==> config.mk <==
export PLATFORM = sky130hd
export DESIGN_NAME = l1i_cache
export DESIGN_NICKNAME = d
export VERILOG_FILES = /design/src/rtl/l1i_cache.sv
export SDC_FILE = /design/constraint.sdc
export NUM_CORES = 2
export LEC_CHECK = 0
export ABC_CLOCK_PERIOD_IN_PS = 39500
export BUFFER_PORTS_ARGS = -buffer_cell sky130_fd_sc_hd__clkbuf_2
export CAP_MARGIN = 20
export CORE_UTILIZATION = 30
export DETAILED_ROUTE_END_ITERATION = 7
export MAX_ROUTING_LAYER = met4
export SYNTH_ARGS = -nofsm -noshare
export SYNTH_HDL_FRONTEND = slang
export SYNTH_SLANG_ARGS = --single-unit
==> constraint.sdc <==
create_clock -name clk -period 39.5 [get_ports clk]
set_input_delay 3.95 -clock clk [delete_from_list [all_inputs] [get_ports clk]]
set_output_delay 3.95 -clock clk [all_outputs]
set_load 0.02 [all_outputs]
==> src/rtl/l1i_cache.sv <==
// Direct-mapped, read-only L1 instruction cache with 32-byte lines and zero-cycle hits.
// Optional macro L1I_CRITICAL_WORD_BYPASS_EN forwards the requested word during the fill cycle.
module l1i_cache #(
  parameter int S_INDEX = 3
) (
  input  logic         clk,
  input  logic         rst_n,
  input  logic         mem_read,
  input  logic [31:0]  mem_address,
  output logic [31:0]  mem_rdata,
  output logic         mem_resp,
  output logic         l1i_hit,
  output logic         pmem_read,
  output logic [31:0]  pmem_address,
  input  logic [255:0] pmem_rdata,
  input  logic         pmem_resp
);

  localparam int SETS  = 1 << S_INDEX;
  localparam int TAG_W = 27 - S_INDEX;

  typedef enum logic {IDLE, FILL} state_t;

  state_t             state;
  logic [SETS-1:0]    valid;
  logic [TAG_W-1:0]   tags  [SETS];
  logic [255:0]       lines [SETS];
  logic [26:0]        fill_line;
  logic               miss;

  logic [S_INDEX-1:0] idx;
  logic [TAG_W-1:0]   tag;
  logic [2:0]         wsel;
  logic [S_INDEX-1:0] fill_idx;
  logic [TAG_W-1:0]   fill_tag;
  logic               lookup_hit;
  logic               idle_hit;
  logic               fill_done;
  logic               bypass;
  logic               unused_addr_bits;

  assign wsel             = mem_address[4:2];
  assign idx              = mem_address[S_INDEX+4:5];
  assign tag              = mem_address[31:S_INDEX+5];
  assign fill_idx         = fill_line[S_INDEX-1:0];
  assign fill_tag         = fill_line[26:S_INDEX];
  assign unused_addr_bits = ^mem_address[1:0];

  assign lookup_hit = valid[idx] && (tags[idx] == tag);
  assign idle_hit   = (state == IDLE) && mem_read && lookup_hit;
  assign fill_done  = (state == FILL) && pmem_resp;

`ifdef L1I_CRITICAL_WORD_BYPASS_EN
  // Forward the critical word straight off the fill bus when the CPU still wants this line.
  assign bypass = fill_done && mem_read && (mem_address[31:5] == fill_line);
`else
  assign bypass = 1'b0;
`endif

  assign mem_resp     = idle_hit || bypass;
  assign l1i_hit      = mem_resp && !miss;
  assign pmem_read    = (state == FILL);
  assign pmem_address = pmem_read ? {fill_line, 5'b0} : 32'h0;

  always_comb begin
    mem_rdata = 32'h0;
    if (idle_hit)
      mem_rdata = lines[idx][{wsel, 5'b0} +: 32];
    else if (bypass)
      mem_rdata = pmem_rdata[{wsel, 5'b0} +: 32];
  end

  // Control state; the miss flag remembers that the pending response came from a fill.
  always_ff @(posedge clk or negedge rst_n) begin
    if (!rst_n) begin
      state     <= IDLE;
      valid     <= '0;
      miss      <= 1'b0;
      fill_line <= '0;
    end else begin
      if (mem_resp)
        miss <= 1'b0;
      case (state)
        IDLE: begin
          if (mem_read && !lookup_hit) begin
            fill_line <= mem_address[31:5];
            miss      <= 1'b1;
            state     <= FILL;
          end
        end
        FILL: begin
          if (pmem_resp) begin
            valid[fill_idx] <= 1'b1;
            state           <= IDLE;
          end
        end
        default: state <= IDLE;
      endcase
    end
  end

  always_ff @(posedge clk) begin
    if (fill_done) begin
      lines[fill_idx] <= pmem_rdata;
      tags[fill_idx]  <= fill_tag;
    end
  end

endmodule

# After elaboration in Yosys (flattened, before gate mapping)
# Memories as Yosys holds them, arrays and structs flattened.
# Cells that the tools add are included.
# W data, S select, Z words.
[classes] magnitude_cmp=3 n_eq_ne=1 shift=1 mux=14 n_bitwise=2 reduce_logical=11
[op_table] operator="$shiftx A256 B9 Y32" n=1
[op_table] operator="$mux W32" n=2
[op_table] operator="$eq A24 B24 Y1" n=1
[op_table] operator="$mux W1" n=9
[op_table] operator="$lt A3 B4 Y1 const B" n=2
[op_table] operator="$or A8 B8 Y8" n=1
[op_table] operator="$logic_and A1 B1 Y1" n=7
[op_table] operator="$reduce_and A2 Y1" n=2
[op_table] operator="$bmux W1 S3" n=1
[op_table] operator="$demux W1 S3" n=1
[op_table] operator="$ge A3 B1 Y1 const B" n=1
[op_table] operator="$logic_not A1 Y1" n=2
[op_table] operator="$pmux W1 S2" n=1
[op_table] operator="$not A1 Y1" n=1
[totals] reg_bits=37 ramBits=2240 in_bits=292 output_inout_bits=67 word_cells=38 mem_count=2
[mem_list] memory="lines" depth=8 word_bits=256 read_ports=1 rd_clocked_by_memory_dff=0 write_ports=1 line="27" source="logic [255:0] lines [SETS];"
[mem_list] memory="tags" depth=8 word_bits=24 read_ports=1 rd_clocked_by_memory_dff=0 write_ports=1 line="26" source="logic [TAG_W-1:0] tags [SETS];"

# Depth between registers and ports, before layout
[depth] word_depth=7 depth_mapped=13 ltp_nobuf=8

# Worst setup path after synthesis
# No wires, ideal clock.
[synth_path] path_type="in2reg" start="input pmem_resp" end="register valid[0]" setup_ps=178 t_arrival_ps=24548 required_ps=39322 setup_slack_ps=14774 stages=3 path_buffers=0 cell_sequence="nand3b_1 -> nor3_1 -> or2_2"
[synth_between] elab_chain_len=1
[synth_rtl] item="start, declared" line="16" source="input logic pmem_resp"
[synth_rtl] item="$reduce_and A2 Y1 (no source line)"
[synth_rtl] item="end signal, assigned" line="77" source="valid <= '0;"
[synth_rtl] item="end signal, assigned by index" line="93" source="valid[fill_idx] <= 1'b1;"
[synth_rtl] item="end, declared" line="25" source="logic [SETS-1:0] valid;"
# No other way between the ends.
# A chain may end at the register's enable or synchronous reset.

# Final worst setup path
[layout_path] start="input mem_address[5]" end="output mem_rdata[22]"
[layout_between] elab_chain_len=5 word_cells_on_any_way=9 cone_classes="eq/ne (1); shift (1); mux (3); reduce/logical (2); memory (2)"
[layout_rtl] item="start, declared" line="9" source="input logic [31:0] mem_address,"
[layout_rtl] item="parallel branches: the longest is 4 deep, another holds $mem_v2 Z8 W256"
[layout_rtl] item="$mux W32 (*)" line="67" source="if (idle_hit)"
[layout_rtl] item="end, declared" line="10" source="output logic [31:0] mem_rdata,"
# Every way passes the cells marked *. The select of a mux whose other input is x is not followed.

==> results.yml <==
hold_path:
  hold_class: "register to register"
floorplan:
  chipWidth_um: 541
  ioPinCount: 359
  dieArea_mm2: 0.292
  rows: 197
  die_y_um: 541
  start_util_pct: 30.2
  core_mm2: 0.288
place:
  place_hpwl_um: 119000
  gp_congestion: 0.732
  port_buffers: 351
logic_synthesis:
  avgSynthCellArea_um2: 25.4
  ys_types: 46
  syn_area_mm2: 0.0871
  ys.flop_type: "edfxtp_1"
  postSynth.asyncResetShare_pct: 1.62
  synth_edf_count: 2240
  yosys_warnings: 0
  syn-instance-count: 3431
  ys_seq_elements: 2277
  ys_seq_area_share_pct: 78.3
power_and_ir_drop:
  internal_power_uw: 4150
  max-vdd-ir-drop_mv: 0.0367
  power_frac_comb_pct: 6.6
  pwr-share-seq_pct: 52.5
  leakage_uw: 0.0317
  power_switching_uw: 1170
  clkPwrFrac_pct: 40.9
  p_sw_share_pct: 22.0
  p_per_area_mw_per_mm2: 52.6
job:
  drv_cap: 0
routing:
  vias_per_cell: 4.81
  dr_total_vias: 38200
  wl_um: 207000
  firstDrtPassIters: 7
  drt_iter0_markers: 3217
  ant_nets: 0
  drc_errors: 0
  wl_per_cell_um: 26.1
worst_setup_path:
  max_stage_delay_ns: 0.70
  critPathKind: "input port to output port"
  cp_data_arrival_time_ns: 9.54
  cp-endpoint: "mem_rdata[22]"
  cp_cell_sequence: "buf_8, buf_12, buf_4, buf_16, buf_4, buf_4, mux4_2, mux4_2, mux4_2, and2_1, clkbuf_2"
  r2r_start: "pmem_read$_DFF_PN0_"
  end_kind: "output port"
  slowest_stage: "buf_4"
  cp-start-kind: "input port"
  crit_fanout: 77
  r2r_end: "lines[5][221]$_DFFE_PP_"
  r2r_slack_ns: 33.59
  cp.required_ns: 35.55
  reg2regPathDepth: 9
  startpoint: "mem_address[5]"
clock_network:
  path_clk_slew_ns: 0.06
  cts_resized: 0
  cts_setup_buffers: 0
  postCtsHoldBufs: 0
  cts_sinks: 2277
  cts_buffers: 235
  clockBufferDepth: 4
  insertion_delay_ns: 0.90
  cts_tree: "done"
  cts_root_buf: "clkbuf_16"
  htreeDepth: 4
run_status:
  status: "complete, no violations"
sta:
  hold_viol: 0
  finalSetupViolCount: 0
  period_share_pct: 34.2
  worst_pin_slew_ns: 1.05
  rsz0062_at_grt: "no"
  timing.setup.tns_ns: 0
  relSlewSlack_pct: 30.1
  fmax_mhz: 74.1
  finalMaxSlewViolations: 0
  final.setup_skew_ns: 0.103
  period_minus_slack_ns: 13.49
final_layout:
  nFillCells: 26400
  fin_util_pct: 35.1
  final_common_cell: "edfxtp_1"
  area_delta_synth_final_pct: 16.4
  final_nets: 4212
  mostFrequentLayoutCells: "2240 x edfxtp_1, 697 x mux4_2, 345 x clkbuf_2"
  layout-drive-gt1-share_pct: 36.7
global_route:
  grt_max_degree: 140
  grt_pass1_vias: 40400
  antenna_found_initial: 86
  overflow: 0
  grt_first_pass_wirelength_um: 298000
  grt_use_total_pct: 14.5
==> worst min-delay path by stage <==
stage | from | end | slack [ns] | depth (start not counted)
2_1_floorplan | valid[2]$_DFFE_PN0P_ | valid[2]$_DFFE_PN0P_ | 0.43 | 1
3_3_place_gp | valid[2]$_DFFE_PN0P_ | valid[2]$_DFFE_PN0P_ | 0.45 | 1
3_5_place_dp | valid[7]$_DFFE_PN0P_ | valid[7]$_DFFE_PN0P_ | 0.45 | 1
4_1_cts | valid[7]$_DFFE_PN0P_ | valid[7]$_DFFE_PN0P_ | 0.47 | 1
5_1_grt | valid[7]$_DFFE_PN0P_ | valid[7]$_DFFE_PN0P_ | 0.47 | 1
6_report | valid[7]$_DFFE_PN0P_ | valid[7]$_DFFE_PN0P_ | 0.46 | 1
==> cell families after synthesis <==
family,Yosys count,share of synthesized area [%]
AO/OA/AOI/OAI,39,0.355
XOR/XNOR,16,0.161
buffers and inverters,183,1.06
flip-flops,2277,78.3
multiplexers,790,19.2
other,1,0.00431
AND/OR/NAND/NOR,125,0.887
==> metrics by stage <==
stage / cell area [um2] / power (uW) / hold slack, ns / setup slack (ns) / instances
floorplan: 87100 / 3090 / 0.434 / 14.77 / 3435
global placement: 93500 / 3200 / 0.446 / 25.47 / 7461
detailed placement: 93500 / 3210 / 0.451 / 25.46 / 7461
CTS: 101000 / 5400 / 0.466 / 25.45 / 7897
global route: 101000 / 5500 / 0.470 / 25.52 / 7944
finish: 101000 / 5320 / 0.462 / 26.01 / 7954
==> final cells by class <==
| cell class | instances | area [um2] | share of cell area (%) |
|---|---|---|---|
| Sequential cell | 2277 | 68200 | 67.3 |
| Multi-Input combinational cell | 975 | 18000 | 17.8 |
| Clock buffer | 279 | 6060 | 5.98 |
| Tap cell | 3781 | 4730 | 4.67 |
| Timing Repair Buffer | 429 | 2560 | 2.52 |
| Clock inverter | 157 | 1610 | 1.58 |
| Antenna cell | 54 | 135 | 0.133 |
| Inverter | 2 | 7.51 | 0.00741 |
==> power by group through the flow <==
| stage | clock (uW) | combinational (uW) | sequential (uW) |
|---|---|---|---|
| 3_5_place_dp | 0 | 363 | 2850 |
| 3_3_place_gp | 0 | 357 | 2840 |
| 4_1_cts | 2240 | 363 | 2800 |
| 5_1_grt | 2320 | 376 | 2800 |
| 6_report | 2180 | 349 | 2800 |
| 2_1_floorplan | 0 | 211 | 2880 |
==> cell usage after synthesis, types with 4 or more instances <==
| cell | instances | area, um2 |
|---|---|---|
| clkbuf_1 | 44 | 165 |
| nand4_1 | 5 | 31.3 |
| dfrtp_1 | 37 | 926 |
| buf_1 | 4 | 15.0 |
| nand3b_1 | 6 | 45.0 |
| nor2_1 | 12 | 45.0 |
| nor2b_1 | 9 | 56.3 |
| xor2_1 | 12 | 105 |
| buf_4 | 10 | 75.1 |
| nand2b_1 | 9 | 56.3 |
| buf_2 | 116 | 581 |
| xnor2_1 | 4 | 35.0 |
| mux4_2 | 697 | 15700 |
| nand2_1 | 5 | 18.8 |
| and2_1 | 54 | 338 |
| buf_6 | 7 | 78.8 |
| mux2_2 | 12 | 135 |
| or2_2 | 8 | 50.1 |
| a211oi_1 | 10 | 75.1 |
| mux2_4 | 19 | 285 |
| mux2i_1 | 62 | 621 |
| edfxtp_1 | 2240 | 67300 |
| a21bo_2 | 4 | 40.0 |
| a22oi_1 | 11 | 82.6 |
==> routing by layer <==
metal	wire length [um]	global-route usage (%)	vias to the layer above
met1	84500	17.9	20900
met4	4840	4.60	0
met5	0	-	-
met3	12000	2.82	301
li1	-	-	16000
met2	106000	24.0	1019
==> sequential cells by signal, summed over array words and instances, names as in the netlist <==
name	flops
lines	2048
valid	8
fill_line	27
pmem_read	1
tags	192
miss	1
==> worst max-delay path: cells and delay by family <==
kind | cells | cell delay, ns
buffers and inverters | 7 | 3.24
multiplexers | 3 | 1.63
AND/OR/NAND/NOR | 1 | 0.23
No activity file was read; power rests on OpenSTA's default activity.
